==> src/rtl/snake_cmd_receiver_pkg.sv <==
// Shared types and field positions for the snake command receiver.
// Covers the command word, the ack/status word and the receiver FSM.
package snake_cmd_pkg;

    typedef enum logic [1:0] {
        OP_NOP   = 2'b00,
        OP_DIR   = 2'b01,
        OP_RUN   = 2'b10,
        OP_SPEED = 2'b11
    } opcode_e;

    localparam int TGL_BIT = 6;
    localparam int OP_MSB  = 5;
    localparam int OP_LSB  = 4;
    localparam int ARG_MSB = 3;
    localparam int ARG_LSB = 0;

    localparam int ACK_TGL_BIT = 6;
    localparam int ACK_OP_MSB  = 5;
    localparam int ACK_OP_LSB  = 4;
    localparam int ACK_ERR_BIT = 3;
    localparam int ACK_CNT_MSB = 2;
    localparam int ACK_CNT_LSB = 0;

    typedef enum logic [1:0] {
        ST_ARM  = 2'd0,
        ST_IDLE = 2'd1,
        ST_PEND = 2'd2
    } state_e;

endpackage

==> src/rtl/snake_cmd_receiver_if.sv <==
// Command/status conduit plus the game-engine command stream.
// The receiver is the slave side; software and the game engine form the master side.
interface snake_cmd_receiver_if;
    logic [6:0] cmd_word;
    logic [6:0] ack_word;
    logic       out_valid;
    logic       out_ready;
    logic [1:0] out_op;
    logic [3:0] out_arg;

    modport slave (
        input  cmd_word, out_ready,
        output ack_word, out_valid, out_op, out_arg
    );

    modport master (
        output cmd_word, out_ready,
        input  ack_word, out_valid, out_op, out_arg
    );
endinterface

==> src/rtl/snake_cmd_receiver_fifo.sv <==
// First-word-fall-through synchronous FIFO holding decoded {op, arg} commands.
// A push is refused when full, judged on the count before any simultaneous pop.
module snake_cmd_fifo #(
    parameter int DEPTH = 4,
    parameter int CNT_W = 3,
    parameter int W     = 6
) (
    input  logic             clk,
    input  logic             reset,
    input  logic             push_i,
    input  logic [W-1:0]     data_i,
    input  logic             pop_i,
    output logic [W-1:0]     data_o,
    output logic [CNT_W-1:0] count_o,
    output logic             full_o,
    output logic             empty_o
);
    localparam int AW = (DEPTH > 1) ? $clog2(DEPTH) : 1;

    logic [W-1:0]     mem_q [DEPTH];
    logic [AW-1:0]    wr_ptr_q;
    logic [AW-1:0]    rd_ptr_q;
    logic [CNT_W-1:0] count_q;
    logic             do_push;
    logic             do_pop;

    assign full_o  = (count_q == CNT_W'(DEPTH));
    assign empty_o = (count_q == '0);
    assign count_o = count_q;
    assign do_push = push_i && !full_o;
    assign do_pop  = pop_i && !empty_o;
    // Head reads as zero while empty so the stream fields are clean out of reset.
    assign data_o  = empty_o ? '0 : mem_q[rd_ptr_q];

    always_ff @(posedge clk) begin
        if (do_push) begin
            mem_q[wr_ptr_q] <= data_i;
        end
    end

    always_ff @(posedge clk) begin
        if (reset) begin
            wr_ptr_q <= '0;
            rd_ptr_q <= '0;
            count_q  <= '0;
        end else begin
            if (do_push) begin
                wr_ptr_q <= wr_ptr_q + AW'(1);
            end
            if (do_pop) begin
                rd_ptr_q <= rd_ptr_q + AW'(1);
            end
            case ({do_push, do_pop})
                2'b10:   count_q <= count_q + CNT_W'(1);
                2'b01:   count_q <= count_q - CNT_W'(1);
                default: count_q <= count_q;
            endcase
        end
    end
endmodule

==> src/rtl/snake_cmd_receiver.sv <==
// Detects toggled command words from software, queues non-NOP commands for the
// game engine and reports ack toggle, last opcode, protocol error and queue count.
module snake_cmd_receiver
    import snake_cmd_pkg::*;
#(
    parameter int FIFO_DEPTH = 4,
    parameter int CNT_W      = 3
) (
    input  logic                 clk,
    input  logic                 reset,
    snake_cmd_receiver_if.slave  bus
);
    logic [6:0]       cmd_q;
    logic [6:0]       hold_q;
    state_e           state_q;
    logic             seen_tgl_q;
    logic             ack_tgl_q;
    opcode_e          ack_op_q;
    logic             err_q;

    opcode_e          cmd_op;
    logic             new_cmd;
    logic             push;
    logic [5:0]       push_data;
    logic [5:0]       head;
    logic [CNT_W-1:0] fifo_count;
    logic             fifo_full;
    logic             fifo_empty;

    // Sampled through reset too, so ARM arms against the word actually present.
    always_ff @(posedge clk) begin
        cmd_q <= bus.cmd_word;
    end

    assign cmd_op  = opcode_e'(cmd_q[OP_MSB:OP_LSB]);
    assign new_cmd = (cmd_q[TGL_BIT] != seen_tgl_q);

    always_comb begin
        push      = 1'b0;
        push_data = cmd_q[OP_MSB:ARG_LSB];
        case (state_q)
            ST_IDLE: push = new_cmd && (cmd_op != OP_NOP) && !fifo_full;
            ST_PEND: begin
                push_data = hold_q[OP_MSB:ARG_LSB];
                push      = !fifo_full;
            end
            default: push = 1'b0;
        endcase
    end

    always_ff @(posedge clk) begin
        if (reset) begin
            state_q    <= ST_ARM;
            seen_tgl_q <= 1'b0;
            ack_tgl_q  <= 1'b0;
            ack_op_q   <= OP_NOP;
            err_q      <= 1'b0;
            hold_q     <= '0;
        end else begin
            case (state_q)
                ST_ARM: begin
                    seen_tgl_q <= cmd_q[TGL_BIT];
                    state_q    <= ST_IDLE;
                end
                ST_IDLE: begin
                    if (new_cmd) begin
                        if (cmd_op == OP_NOP) begin
                            seen_tgl_q <= cmd_q[TGL_BIT];
                            ack_tgl_q  <= cmd_q[TGL_BIT];
                            ack_op_q   <= OP_NOP;
                            if (cmd_q[ARG_LSB]) begin
                                err_q <= 1'b0;
                            end
                        end else if (!fifo_full) begin
                            seen_tgl_q <= cmd_q[TGL_BIT];
                            ack_tgl_q  <= cmd_q[TGL_BIT];
                            ack_op_q   <= cmd_op;
                        end else begin
                            hold_q  <= cmd_q;
                            state_q <= ST_PEND;
                        end
                    end
                end
                ST_PEND: begin
                    // Toggle back at the acked value means software rewrote before the ack.
                    if (cmd_q[TGL_BIT] == seen_tgl_q) begin
                        err_q <= 1'b1;
                    end
                    if (!fifo_full) begin
                        seen_tgl_q <= hold_q[TGL_BIT];
                        ack_tgl_q  <= hold_q[TGL_BIT];
                        ack_op_q   <= opcode_e'(hold_q[OP_MSB:OP_LSB]);
                        state_q    <= ST_IDLE;
                    end
                end
                default: state_q <= ST_ARM;
            endcase
        end
    end

    snake_cmd_fifo #(
        .DEPTH (FIFO_DEPTH),
        .CNT_W (CNT_W),
        .W     (6)
    ) u_fifo (
        .clk     (clk),
        .reset   (reset),
        .push_i  (push),
        .data_i  (push_data),
        .pop_i   (bus.out_valid && bus.out_ready),
        .data_o  (head),
        .count_o (fifo_count),
        .full_o  (fifo_full),
        .empty_o (fifo_empty)
    );

    assign bus.out_valid = !fifo_empty;
    assign bus.out_op    = head[5:4];
    assign bus.out_arg   = head[3:0];

    always_comb begin
        bus.ack_word                          = '0;
        bus.ack_word[ACK_TGL_BIT]             = ack_tgl_q;
        bus.ack_word[ACK_OP_MSB:ACK_OP_LSB]   = ack_op_q;
        bus.ack_word[ACK_ERR_BIT]             = err_q;
        bus.ack_word[ACK_CNT_MSB:ACK_CNT_LSB] = 3'(fifo_count);
    end
endmodule

==> src/flat_wrapper.sv <==
// flat-port wrapper written by rule: the top's interface ports become plain ports
module snake_cmd_receiver_flat import snake_cmd_pkg::*;
#(
    parameter int FIFO_DEPTH = 4,
    parameter int CNT_W      = 3
)
  (clk, reset, bus_cmd_word, bus_out_ready, bus_ack_word, bus_out_valid, bus_out_op, bus_out_arg);
  snake_cmd_receiver_if bus_i ();
  input  logic clk;
  input  logic reset;
  input wire logic [$bits(bus_i.cmd_word)-1:0] bus_cmd_word;
  input wire logic [$bits(bus_i.out_ready)-1:0] bus_out_ready;
  output wire logic [$bits(bus_i.ack_word)-1:0] bus_ack_word;
  output wire logic [$bits(bus_i.out_valid)-1:0] bus_out_valid;
  output wire logic [$bits(bus_i.out_op)-1:0] bus_out_op;
  output wire logic [$bits(bus_i.out_arg)-1:0] bus_out_arg;
  assign bus_i.cmd_word = bus_cmd_word;
  assign bus_i.out_ready = bus_out_ready;
  assign bus_ack_word = bus_i.ack_word;
  assign bus_out_valid = bus_i.out_valid;
  assign bus_out_op = bus_i.out_op;
  assign bus_out_arg = bus_i.out_arg;
  snake_cmd_receiver #(.FIFO_DEPTH(FIFO_DEPTH), .CNT_W(CNT_W)) u_core (.clk(clk), .reset(reset), .bus(bus_i));
endmodule
==> config.mk <==
export PLATFORM = sky130hd
export DESIGN_NAME = snake_cmd_receiver_flat
export DESIGN_NICKNAME = d
export VERILOG_FILES = /design/src/rtl/snake_cmd_receiver_pkg.sv /design/src/rtl/snake_cmd_receiver_if.sv /design/src/rtl/snake_cmd_receiver_fifo.sv /design/src/rtl/snake_cmd_receiver.sv /design/src/flat_wrapper.sv
export SDC_FILE = /design/constraint.sdc
export NUM_CORES = 1
export LEC_CHECK = 0
export CAP_MARGIN = 0
export CORE_UTILIZATION = 41
export CTS_CLUSTER_SIZE = 24
export DETAILED_ROUTE_END_ITERATION = 6
export PLACE_DENSITY = 0.6
export RECOVER_POWER = 50
export SYNTH_ARGS = -nofsm -noshare
export SYNTH_HDL_FRONTEND = slang
export SYNTH_HIERARCHICAL = 1
export SYNTH_SLANG_ARGS = --single-unit
==> constraint.sdc <==
create_clock -name clk -period 4.4 [get_ports clk]
set_input_delay 0.88 -clock clk [delete_from_list [all_inputs] [get_ports clk]]
set_output_delay 0.88 -clock clk [all_outputs]
set_load 0.02 [all_outputs]
After elaboration in Yosys (flattened, before gate mapping)
Memory sizes are Yosys's and may differ from the RTL's. A register that Yosys moved wholly into a read port is not among the register bits.
Cells that the tools add are included.
{"block": "classes", "div": 0, "muxes": 29, "n_shift": 0, "n_mul": 0, "magnitude_cmp": 0, "reduce_logical": 19, "n_addsub": 4, "n_bitwise": 1, "n_eq_ne": 15}
{"operator": "$mux W2", "count": 10}
{"operator": "$reduce_and A4 Y1", "count": 4}
{"operator": "$mux W6", "count": 2}
{"operator": "$mux W1", "count": 10}
{"operator": "$ne A2 B1 Y1 const B", "count": 5}
{"operator": "$pmux W1 S2", "count": 3}
{"operator": "$pmux W2 S3", "count": 1}
{"operator": "$pmux W3 S2", "count": 1}
{"operator": "$reduce_bool A2 Y1", "count": 3}
{"operator": "$logic_and A1 B1 Y1", "count": 5}
{"operator": "$reduce_and A5 Y1", "count": 1}
{"operator": "$add A2 B1 Y2 const B", "count": 2}
{"operator": "$eq A2 B1 Y1 const B", "count": 2}
{"operator": "$eq A2 B2 Y1 const B", "count": 2}
{"operator": "$logic_not A2 Y1", "count": 2}
{"operator": "$ne A2 B2 Y1 const B", "count": 2}
{"operator": "$pmux W2 S2", "count": 1}
{"operator": "$add A3 B1 Y3 const B", "count": 1}
{"operator": "$eq A3 B3 Y1 const B", "count": 1}
{"operator": "$logic_not A3 Y1", "count": 1}
{"operator": "$ne A3 B3 Y1 const B", "count": 1}
{"operator": "$pmux W1 S3", "count": 1}
{"operator": "$reduce_bool A3 Y1", "count": 1}
{"operator": "$sub A3 B1 Y3 const B", "count": 1}
{"operator": "4 further kinds", "count": 5}
{"block": "word_totals", "mem_bits_rw": 24, "romBits": 0, "inputBits": 10, "output_inout_bits": 14, "mem_count": 1, "ff_bits": 28, "word_cells": 79, "latch_bits": 0}
{"memory": "u_core.u_fifo.mem_q", "depth": 4, "width": 6, "read_ports": 1, "rd_clocked_by_memory_dff": 1, "wr": 1, "line_no": "snake_cmd_receiver_fifo.sv:20", "text": "logic [W-1:0] mem_q [DEPTH];"}

Depth between registers and ports, before layout
Gate-level depths: netlist (run 1).
{"block": "logic_depth", "word_depth": 7, "depth_mapped": 14}

By module
The synthesis (run 1) kept the hierarchy.
{"mod": "snake_cmd_fifo", "seq_area_each_um2": 900.9, "cells_each": 91, "area_per_inst_um2": 1387.6, "n_inst": 1}
{"mod": "snake_cmd_receiver", "seq_area_each_um2": 420.4, "cells_each": 103, "area_per_inst_um2": 985.9, "n_inst": 1}

Least setup slack after synthesis (run 1)
OpenSTA, ideal clock, no wires.
{"block": "synth_path", "path_type": "register to register", "from": "register u_core.state_q[0]", "to": "register u_core.u_fifo.count_q[2] (netlist: u_core/u_fifo/count_o[2])", "arrival_ns": 2.495, "required_ns": 4.330, "setup_time_ns": 0.070, "n_path_buf": 1, "synth_period_minus_slack_ns": 2.566, "stages_incl_launch_ff": 15, "slack_ns": 1.834, "cell_sequence": "dfxtp_1 > inv_1 > ha_1 > buf_2 > a31oi_1 > nor3b_1 > inv_1 > nor2_1 > inv_1 > ha_1 > inv_1 > fa_1 > xor2_1 > or3_1 > a21oi_1"}
{"block": "synth_via", "elab_chain_cells": 5}
{"item": "start, declared", "line_no": "snake_cmd_receiver.sv:15", "text": "state_e state_q;"}
{"item": "start signal, assigned", "line_no": "snake_cmd_receiver.sv:53", "text": "state_q <= ST_ARM;"}
{"item": "start signal, assigned", "line_no": "snake_cmd_receiver.sv:63", "text": "state_q <= ST_IDLE;"}
{"item": "start signal, assigned", "line_no": "snake_cmd_receiver.sv:80", "text": "state_q <= ST_PEND;"}
{"item": "$eq A2 B2 Y1 or $eq A2 B1 Y1 (tied branches)", "line_no": "snake_cmd_receiver.sv:41", "text": "case (state_q)"}
{"item": "$pmux W1 S2 (*)", "line_no": "snake_cmd_receiver.sv:41"}
{"item": "net u_core.push", "line_no": "snake_cmd_receiver.sv:23", "text": "logic push;"}
{"item": "$logic_and A1 B1 Y1 (*)", "line_no": "snake_cmd_receiver_fifo.sv:30", "text": "assign do_push = push_i && !full_o;"}
{"item": "$eq A2 B1 Y1 or $eq A2 B2 Y1 (tied branches)", "line_no": "snake_cmd_receiver_fifo.sv:53", "text": "case ({do_push, do_pop})"}
{"item": "$pmux W3 S2 or $reduce_bool A2 Y1 (tied branches)"}
{"item": "end signal, assigned", "line_no": "snake_cmd_receiver_fifo.sv:54", "text": "2'b10: count_q <= count_q + CNT_W'(1);"}
{"item": "end signal, assigned", "line_no": "snake_cmd_receiver_fifo.sv:55", "text": "2'b01: count_q <= count_q - CNT_W'(1);"}
{"item": "end signal, assigned", "line_no": "snake_cmd_receiver_fifo.sv:56", "text": "default: count_q <= count_q;"}
{"item": "end, declared", "line_no": "snake_cmd_receiver_fifo.sv:23", "text": "logic [CNT_W-1:0] count_q;"}
The timed path passes the listed nets; every way through them passes the cells marked *.
A chain may end at the register's enable or synchronous reset.

==> results of run 1 <==
[synth_stat cells, types with 2 or more instances]
| master | n |
|---|---|
| buf_2 | 2 |
| ha_1 | 11 |
| mux2_2 | 6 |
| inv_1 | 16 |
| o21bai_1 | 2 |
| nor2_1 | 15 |
| a21oi_1 | 11 |
| mux4_2 | 6 |
| buf_1 | 2 |
| xor2_1 | 4 |
| o21ai_0 | 10 |
| buf_4 | 2 |
| nand2_1 | 5 |
| nor2b_1 | 3 |
| dfxtp_1 | 30 |
| o41ai_1 | 2 |
| or3_1 | 3 |
| edfxtp_1 | 24 |
| and2b_1 | 6 |
| and2_1 | 4 |
| mux2i_1 | 5 |
| nand3b_1 | 2 |
| a311oi_1 | 2 |
[stage by stage]
step | util | cells | total power (uW)
global route | 0.500 | 290 | 1320
detailed placement | 0.479 | 282 | 933
global placement | 0.479 | 282 | 931
floorplan | - | 194 | 835
finish | 0.500 | 290 | 1250
CTS | 0.500 | 290 | 1280
[power by group]
| part | switching, uW | internal [uW] | total, uW |
|---|---|---|---|
| Combinational | 166 | 141 | 308 |
| Clock | 164 | 172 | 337 |
| Sequential | 29.8 | 573 | 603 |
| Total | 361 | 887 | 1250 |
[worst max-delay path by stage]
| stage | from | endpoint | slack (ns) | depth (start not counted) |
|---|---|---|---|---|
| 2_1_floorplan | u_core/state_q[0]$_SDFFE_PP0P_ | u_core/u_fifo/count_o[2]$_SDFFE_PP0P_ | 1.83 | 14 |
| 3_3_place_gp | bus_out_ready | u_core/u_fifo/count_o[2]$_SDFFE_PP0P_ | 1.46 | 10 |
| 3_5_place_dp | bus_out_ready | u_core/u_fifo/count_o[2]$_SDFFE_PP0P_ | 1.42 | 10 |
| 4_1_cts | register | bus_out_op[1] | 1.31 | 3 |
| 5_1_grt | u_core/state_q[0]$_SDFFE_PP0P_ | u_core/u_fifo/count_o[2]$_SDFFE_PP0P_ | 1.17 | 13 |
| 6_report | register | bus_out_op[1] | 1.36 | 3 |
[registers in the layout (all words and copies together) (netlist names), named ones only]
signal / flops
u_core/u_fifo/wr_ptr_q: 2
u_core/err_q: 1
u_core/ack_op_q: 2
u_core/u_fifo/mem_q: 24
u_core/hold_q: 7
u_core/u_fifo/count_o: 3
u_core/seen_tgl_q: 1
u_core/cmd_q: 7
u_core/state_q: 2
u_core/u_fifo/rd_ptr_q: 2
u_core/ack_tgl_q: 1
[final cells by class]
type / count / area share
clock inverter: 3 / 0.0172
sequential: 54 / 0.477
multi-input combinational: 116 / 0.341
tap: 72 / 0.0325
inverter: 16 / 0.0217
clock buffer: 5 / 0.0248
timing repair buffer: 24 / 0.0858
[metal layers]
layer  GRT usage  vias to the layer above  share of wire
met3      0.0256                        8          0.026
met5           0                        -              0
met2       0.249                       21           0.49
li1            -                      725              -
met1       0.172                      672           0.46
met4      0.0722                        0          0.020
[logic make-up (layout without fill, tap and decap cells)]
family / count (synthesis) / in the layout / share of synthesized area
flops: 54 / 54 / 0.557
simple gates: 45 / 45 / 0.105
compound gates: 35 / 35 / 0.0901
buf+inv: 24 / 48 / 0.0453
mux: 19 / 19 / 0.118
fa+ha+maj: 12 / 12 / 0.0664
xor+xnor: 5 / 5 / 0.0184
[critical path: cells and delay by family (launching register included)]
kind                   cells  cell delay (ns)
buffers and inverters      1             0.52
flip-flops                 1             0.59
multiplexers               1             0.56
AND/OR/NAND/NOR            1             0.17
==> flow_metrics.env, run 1 <==
export IMPL_outcome="completed"
export IMPL_whs_path_depth=2
export IMPL_netlist_top_cell_by_area="edfxtp_1"
export IMPL_reg2reg_slack_ns=1.52
export IMPL_rr_startpoint="u_core/state_q[0]$_SDFFE_PP0P_"
export IMPL_post_route_period_util=0.691
export IMPL_max_freq_mhz=329
export IMPL_ctsHtreeMaxLevel=2
export IMPL_io_buffers=23
export IMPL_overflow=0
export IMPL_synth_area_per_cell_sq_um=12.2
export IMPL_min_from="u_core/ack_op_q[1]$_SDFFE_PP0P_"
export IMPL_slowest_stage="dfxtp_1"
export IMPL_postLayoutCellArea_sq_um=2770
export IMPL_layout_commonest_cell="dfxtp_1"
export IMPL_timing_rr_end="u_core/u_fifo/count_o[2]$_SDFFE_PP0P_"
export IMPL_slew_headroom=0.364
export IMPL_yosysTopAreaCellShare=0.304
export IMPL_clk_path_buf_depth=2
export IMPL_final_antenna_net_count=0
export IMPL_reg2reg_depth=13
export IMPL_layout_common_cells="dfxtp_1 (30), edfxtp_1 (24), inv_1 (16), nor2_1 (15), clkdlybuf4s50_1 (13)"
export IMPL_fillers=533
export IMPL_synthCells=194
export IMPL_hp_class="reg -> reg"
export IMPL_drv_slew=0
export IMPL_die_area_sq_um=6100
export IMPL_path_clk_slew_ns=0.10
export IMPL_place_congestion=0.657
export IMPL_core_area_sq_um=5540
export IMPL_synth_main_ff_cell="dfxtp_1"
export IMPL_diodes=0
export IMPL_synth_edff_count=24
export IMPL_drt_wl_total_mm=3.83
export IMPL_numClockSinks=54
export IMPL_synth_area_sq_um=2370
export IMPL_antenna_found_initial=0
export IMPL_cts_root_buf="clkbuf_8"
export IMPL_synthArstFlopShare=0
export IMPL_multiInputGateArea_sq_um=945
export IMPL_vias=1426
export IMPL_leakage_uw=0.00101
export IMPL_fin_ws_ns=1.36
export IMPL_synth_seq_area_share=0.557
export IMPL_grt_max_degree=26
export IMPL_ios=24
export IMPL_hold_end="u_core/ack_op_q[1]$_SDFFE_PP0P_"
export IMPL_cts_tree="done"
export IMPL_power_density_nw_per_um2=450
export IMPL_finalSetupViolCount=0
export IMPL_postCtsHoldBufs=0
export IMPL_track_usage=0.144
export IMPL_max_cap_violations=0
export IMPL_row_count=27
export IMPL_worst_pin_slew_ns=0.951
export IMPL_required_ns=3.52
export IMPL_hold_violations=0
export IMPL_viasPerCell=4.92
export IMPL_dr_pass1_iters=4
export IMPL_die_h_microns=78.1
export IMPL_dr_first_iter_drc_count=61
export IMPL_worstPathCellList="mux4_2 > and2b_1 > clkdlybuf4s50_1"
export IMPL_ir_worst_vdd_mv=0.215
export IMPL_dp_hpwl_mm=2.66
export IMPL_synth_area_top_cells="edfxtp_1 (30%), dfxtp_1 (25%), ha_1 (5.8%)"
export IMPL_end_kind="output pin"
export IMPL_path_class="reg -> out"
export IMPL_fin_skew_ns=0.0120
export IMPL_yosys_warnings=6
export IMPL_crit_path_max_incr_delay_ns=0.59
export IMPL_rsz0062_at_grt="false"
export IMPL_finalHoldWorstSlack_ns=0.474
export IMPL_seq_area_sq_um=1320
export IMPL_first_global_vias=1447
export IMPL_yosysUniqueCellTypes=44
export IMPL_insertion_delay_ns=0.31
export IMPL_grt_pass1_wl_mm=6.73
export IMPL_syn_num_nets=216
export IMPL_cts_setup_buffers=0
export IMPL_fin_nets=239
export IMPL_drc=0
export IMPL_drive_gt1_frac=0.0917
export IMPL_totalNegativeSetupSlack_ns=0
export IMPL_finalCriticalPeriod_ns=3.04
export IMPL_die_x_microns=78.1
export IMPL_startpoint_type="register"
export IMPL_avgRoutedWirePerCell_microns=13.2
export IMPL_dpl_worst_slack_ns=1.42
export IMPL_cts_buffers_inserted=5
export IMPL_crit_path_max_fanout=6
export IMPL_dpl_cell_area_sq_um=2650
export IMPL_syn_to_final_growth_pct=16.7
export IMPL_cp_data_arrival_time_ns=2.16
export IMPL_cts_resized=0
export IMPL_initial_core_util=0.428
export IMPL_ys_seq_elements=54
No activity file was read; power rests on OpenSTA's default activity.
==> run 2: changes to the inputs <==
- clock period: 4.4 -> 3.02 ns (I/O delays scaled with it)
==> run 2 against run 1 <==
Critical path depth unchanged. Clock power increased by 30%. Final area decreased by 0.36%. Final cell count increased by 0.69%. Worst setup slack got worse by 1.1 ns. Non-clock buffer count increased by 2. Sequential share of layout area increased by 0.17 points. Largest power group unchanged.
==> flow_metrics.env, run 2 (synthesis results as in run 1) <==
export IMPL_outcome="completed"
export IMPL_antenna_found_initial=0
export IMPL_crit_path_max_incr_delay_ns=0.58
export IMPL_cts_root_buf="clkbuf_8"
export IMPL_finalSetupViolCount=0
export IMPL_ctsHtreeMaxLevel=2
export IMPL_startpoint_type="register"
export IMPL_finalHoldWorstSlack_ns=0.476
export IMPL_dr_pass1_iters=4
export IMPL_ir_worst_vdd_mv=0.242
export IMPL_max_freq_mhz=364
export IMPL_postLayoutCellArea_sq_um=2760
export IMPL_slowest_stage="dfxtp_1"
export IMPL_syn_to_final_growth_pct=16.3
export IMPL_p_switching_uw=509
export IMPL_die_area_sq_um=6100
export IMPL_cp_data_arrival_time_ns=2.14
export IMPL_die_x_microns=78.1
export IMPL_largest_reg_flops=24
export IMPL_cts_buffers_inserted=5
export IMPL_viasPerCell=4.93
export IMPL_clk_path_buf_depth=2
export IMPL_power_density_nw_per_um2=639
export IMPL_finalCriticalPeriod_ns=2.74
export IMPL_layout_commonest_cell="dfxtp_1"
export IMPL_cts_resized=0
export IMPL_place_congestion=0.719
export IMPL_intPower_uw=1250
export IMPL_worst_pin_slew_ns=0.669
export IMPL_dp_hpwl_mm=2.77
export IMPL_track_usage=0.141
export IMPL_first_global_vias=1424
export IMPL_leakage_uw=0.00101
export IMPL_io_buffers=23
export IMPL_dr_first_iter_drc_count=57
export IMPL_rsz0062_at_grt="false"
export IMPL_layout_common_cells="dfxtp_1 (30), edfxtp_1 (24), inv_1 (16), nor2_1 (16), clkdlybuf4s50_1 (13)"
export IMPL_post_route_period_util=0.909
export IMPL_core_area_sq_um=5540
export IMPL_cts_setup_buffers=0
export IMPL_dpl_cell_area_sq_um=2670
export IMPL_seq_power_share=0.497
export IMPL_row_count=27
export IMPL_grt_max_degree=18
export IMPL_p_comb_frac=0.254
export IMPL_drv_slew=0
export IMPL_ios=24
export IMPL_p_sw_frac=0.288
export IMPL_end_kind="output pin"
export IMPL_fin_nets=241
export IMPL_worstPathCellList="mux4_2 > and2b_1 > clkdlybuf4s50_1"
export IMPL_drive_gt1_frac=0.0727
export IMPL_slew_headroom=0.554
export IMPL_path_clk_slew_ns=0.09
export IMPL_reg_largest_list="u_core/u_fifo/mem_q x24, u_core/cmd_q x7, u_core/hold_q x7"
export IMPL_vias=1441
export IMPL_max_cap_violations=0
export IMPL_grt_pass1_wl_mm=6.57
export IMPL_fin_skew_ns=0.00388
export IMPL_drt_wl_total_mm=3.77
export IMPL_insertion_delay_ns=0.30
export IMPL_regMostFlops="u_core/u_fifo/mem_q"
export IMPL_final_antenna_net_count=0
export IMPL_path_class="reg -> out"
export IMPL_totalNegativeSetupSlack_ns=0
export IMPL_crit_path_max_fanout=6
export IMPL_hold_violations=0
export IMPL_initial_core_util=0.428
export IMPL_clkPwrFrac=0.249
export IMPL_avgRoutedWirePerCell_microns=12.9
export IMPL_hp_class="reg -> reg"
export IMPL_die_h_microns=78.1
export IMPL_postCtsHoldBufs=0
export IMPL_required_ns=2.42
export IMPL_diodes=0
export IMPL_drc=0
export IMPL_cts_tree="done"
export IMPL_overflow=0
export IMPL_numClockSinks=54
==> run 2: changes by cell type in the layout (fill, tap and decap cells not counted), sizes merged <==
cell and delta:
clkbuf +4, inv -1, bufinv -1
==> run 2: power groups by stage <==
stage	registers (uW)	logic, uW	clock network [uW]
floorplan	906	310	0
global placement	896	468	0
detailed placement	898	467	0
CTS	880	472	458
global route	887	496	490
finish	877	448	438
==> run 2: critical path: cells and delay by family (launching register included) <==
| family | cells | cell delay (ns) |
|---|---|---|
| flip-flops | 1 | 0.58 |
| multiplexers | 1 | 0.56 |
| buffers and inverters | 1 | 0.53 |
| AND/OR/NAND/NOR | 1 | 0.17 |
==> run 2: per-layer routing <==
metal,part of all wire,routed length (microns),track usage
met1,0.47,1780,0.173
met2,0.48,1820,0.240
met3,0.035,130,0.0314
met4,0.0096,36,0.0556
met5,0,0,0
==> run 2: metrics by stage <==
stage | util | total power, uW | worst slack (ns) | cells
finish | 0.498 | 1760 | 0.275 | 292
detailed placement | 0.482 | 1360 | 0.326 | 284
floorplan | - | 1220 | 0.454 | 194
global placement | 0.482 | 1360 | 0.367 | 284
CTS | 0.501 | 1810 | 0.224 | 292
global route | 0.498 | 1870 | 0.150 | 292
==> run 2: final timing paths <==
check / slack [ns] / endpoint / cells past startpoint / from
hold reg to reg: 0.48 / u_core/ack_op_q[1]$_SDFFE_PP0P_ / 2 / u_core/ack_op_q[1]$_SDFFE_PP0P_
setup reg to reg: 0.38 / u_core/u_fifo/count_o[2]$_SDFFE_PP0P_ / 13 / u_core/state_q[1]$_SDFFE_PP0P_
setup / recovery: 0.28 / bus_out_arg[1] / 3 / register
hold / removal: 0.48 / u_core/ack_op_q[1]$_SDFFE_PP0P_ / 2 / u_core/ack_op_q[1]$_SDFFE_PP0P_
==> run 2: cell type report <==
class                           count  area [sq um]
Clock buffer                        7          97.6
Clock inverter                      1          8.76
Fill cell                         535          2780
Inverter                           16          60.1
Multi-Input combinational cell    116           937
Sequential cell                    54          1320
Tap cell                           72          90.1
Timing Repair Buffer               26           245
==> run 3: changes to the inputs <==
- CORE_MARGIN: default -> 8
- HOLD_SLACK_MARGIN: default -> 0.06
==> run 3 against run 2 <==
Flip-flop and latch count did not move. Die area grew 39%. First-iteration DRC count up 95%. Total power fell by 0.89%. Final cell count stayed put. Core utilization is 0.16 points lower. Global-route usage down 4.1 points. Register-to-register slack lost 0.02 ns. Fmax rose by 0.68%.
==> flow_metrics.env, run 3 (synthesis results as in run 1) <==
export IMPL_first_global_vias=1418
export IMPL_p_sw_frac=0.306
export IMPL_end_kind="output pin"
export IMPL_die_h_microns=92.1
export IMPL_diodes=0
export IMPL_core_area_sq_um=5540
export IMPL_rsz0062_at_grt="false"
export IMPL_dpl_cell_count=284
export IMPL_layout_common_cells="dfxtp_1 (30), edfxtp_1 (24), inv_1 (16), nor2_1 (16), clkdlybuf4s50_1 (12)"
export IMPL_post_route_period_util=0.903
export IMPL_slowest_stage="dfxtp_1"
export IMPL_reg_largest_list="u_core/u_fifo/mem_q x24, u_core/cmd_q x7, u_core/hold_q x7"
export IMPL_intPower_uw=1210
export IMPL_clkPwrFrac=0.241
export IMPL_dr_pass1_iters=4
export IMPL_dp_hpwl_mm=2.90
export IMPL_worst_pin_slew_ns=0.667
export IMPL_fillers=517
export IMPL_antenna_found_initial=0
export IMPL_rr_startpoint="u_core/state_q[1]$_SDFFE_PP0P_"
export IMPL_grt_pass1_wl_mm=6.65
export IMPL_cts_setup_buffers=0
export IMPL_startpoint_type="register"
export IMPL_cts_buffers_inserted=5
export IMPL_outcome="completed"
export IMPL_drive_gt1_frac=0.0773
export IMPL_path_clk_slew_ns=0.10
export IMPL_seq_power_share=0.501
export IMPL_insertion_delay_ns=0.31
export IMPL_p_comb_frac=0.259
export IMPL_finalSetupViolCount=0
export IMPL_vias=1418
export IMPL_power_density_nw_per_um2=635
export IMPL_finalCriticalPeriod_ns=2.73
export IMPL_die_x_microns=92.1
export IMPL_cts_resized=0
export IMPL_layout_commonest_cell="dfxtp_1"
export IMPL_required_ns=2.42
export IMPL_max_cap_violations=0
export IMPL_drt_wl_total_mm=3.90
export IMPL_largest_reg_flops=24
export IMPL_grt_max_degree=20
export IMPL_initial_core_util=0.428
export IMPL_crit_path_max_incr_delay_ns=0.57
export IMPL_hold_violations=0
export IMPL_numClockSinks=54
export IMPL_place_congestion=0.767
export IMPL_avgRoutedWirePerCell_microns=13.3
export IMPL_min_from="u_core/ack_op_q[1]$_SDFFE_PP0P_"
export IMPL_p_total_uw=1750
export IMPL_ctsHtreeMaxLevel=2
export IMPL_reg2reg_slack_ns=0.36
export IMPL_fin_skew_ns=0.00579
export IMPL_slew_headroom=0.556
export IMPL_viasPerCell=4.86
export IMPL_layout_cells_non_filler=292
export IMPL_leakage_uw=0.00101
export IMPL_cts_root_buf="clkbuf_8"
export IMPL_path_class="reg -> out"
export IMPL_syn_to_final_growth_pct=15.9
export IMPL_crit_path_max_fanout=6
export IMPL_final_antenna_net_count=0
export IMPL_p_switching_uw=535
export IMPL_clk_path_buf_depth=2
export IMPL_overflow=0
export IMPL_track_usage=0.0995
export IMPL_ir_worst_vdd_mv=0.363
export IMPL_dr_first_iter_drc_count=111
export IMPL_drc=0
export IMPL_cp_data_arrival_time_ns=2.12
export IMPL_row_count=27
export IMPL_ios=24
export IMPL_drv_slew=0
export IMPL_cts_tree="done"
export IMPL_max_freq_mhz=367
export IMPL_hp_class="reg -> reg"
export IMPL_utilization=0.497
export IMPL_cp_num_buf_inv=1
export IMPL_postCtsHoldBufs=0
export IMPL_die_area_sq_um=8480
export IMPL_regMostFlops="u_core/u_fifo/mem_q"
export IMPL_worstPathCellList="mux4_2 > and2b_1 > clkdlybuf4s50_1"
export IMPL_fin_nets=241
export IMPL_totalNegativeSetupSlack_ns=0
export IMPL_io_buffers=23
export IMPL_critPathTopFamily="flip-flops"
[run 3: cell count changes in the layout (fill, tap and decap cells not counted), sizes merged]
| cell | previous run | this run |
|---|---|---|
| clkbuf | 9 | 7 |
| clkdlybuf4s50 | 13 | 12 |
| dlygate4sd3 | 10 | 11 |
| inv | 16 | 18 |
[run 3: power groups by stage]
stage / clock, uW / combinational [uW] / sequential [uW]
final: 421 / 452 / 875
after global routing: 471 / 504 / 886
after CTS: 435 / 478 / 877
after detailed placement: 0 / 473 / 895
after global placement: 0 / 473 / 895
after floorplan: 0 / 310 / 906
[run 3: per-layer routing]
layer / vias to the layer above / track usage / part of all wire
li1: 737 / - / -
met1: 657 / 0.121 / 0.49
met2: 22 / 0.156 / 0.46
met3: 2 / 0.0367 / 0.038
met4: 0 / 0.0416 / 0.0069
met5: - / 0 / 0
[run 3: worst reg2reg max path: cells and delay by family, from the launching register on]
family,cells,cell delay (ns)
AOI/OAI and AO/OA,2,0.27
xor gates and xnor gates,1,0.07
adders and majority gates,3,0.73
buffers and inverters,4,0.39
DFF,1,0.35
and+or+nand+nor,3,0.78
[run 3: final cells by class]
type | instances | area [sq um] | area share
clock buffer | 5 | 68.8 | 0.0250
clock inverter | 3 | 28.8 | 0.0105
inverter | 16 | 60.1 | 0.0218
multi-input combinational | 116 | 937 | 0.341
sequential | 54 | 1320 | 0.480
tap | 72 | 90.1 | 0.0327
timing repair buffer | 26 | 245 | 0.0891
[run 3: worst paths after layout]
check | end | depth (start not counted)
worst max-delay path | bus_out_arg[1] | 3
worst min-delay path | u_core/ack_op_q[1]$_SDFFE_PP0P_ | 2
worst max register to register | u_core/u_fifo/count_o[2]$_SDFFE_PP0P_ | 13
worst min register to register | u_core/ack_op_q[1]$_SDFFE_PP0P_ | 2
[run 3: metrics by stage]
step           setup slack, ns  area (sq um)  hold WS [ns]
2_1_floorplan            0.454          2370         0.450
3_3_place_gp             0.375          2670         0.458
3_5_place_dp             0.310          2670         0.463
4_1_cts                  0.229          2770         0.483
5_1_grt                 0.0451          2750         0.511
6_report                 0.294          2750         0.473
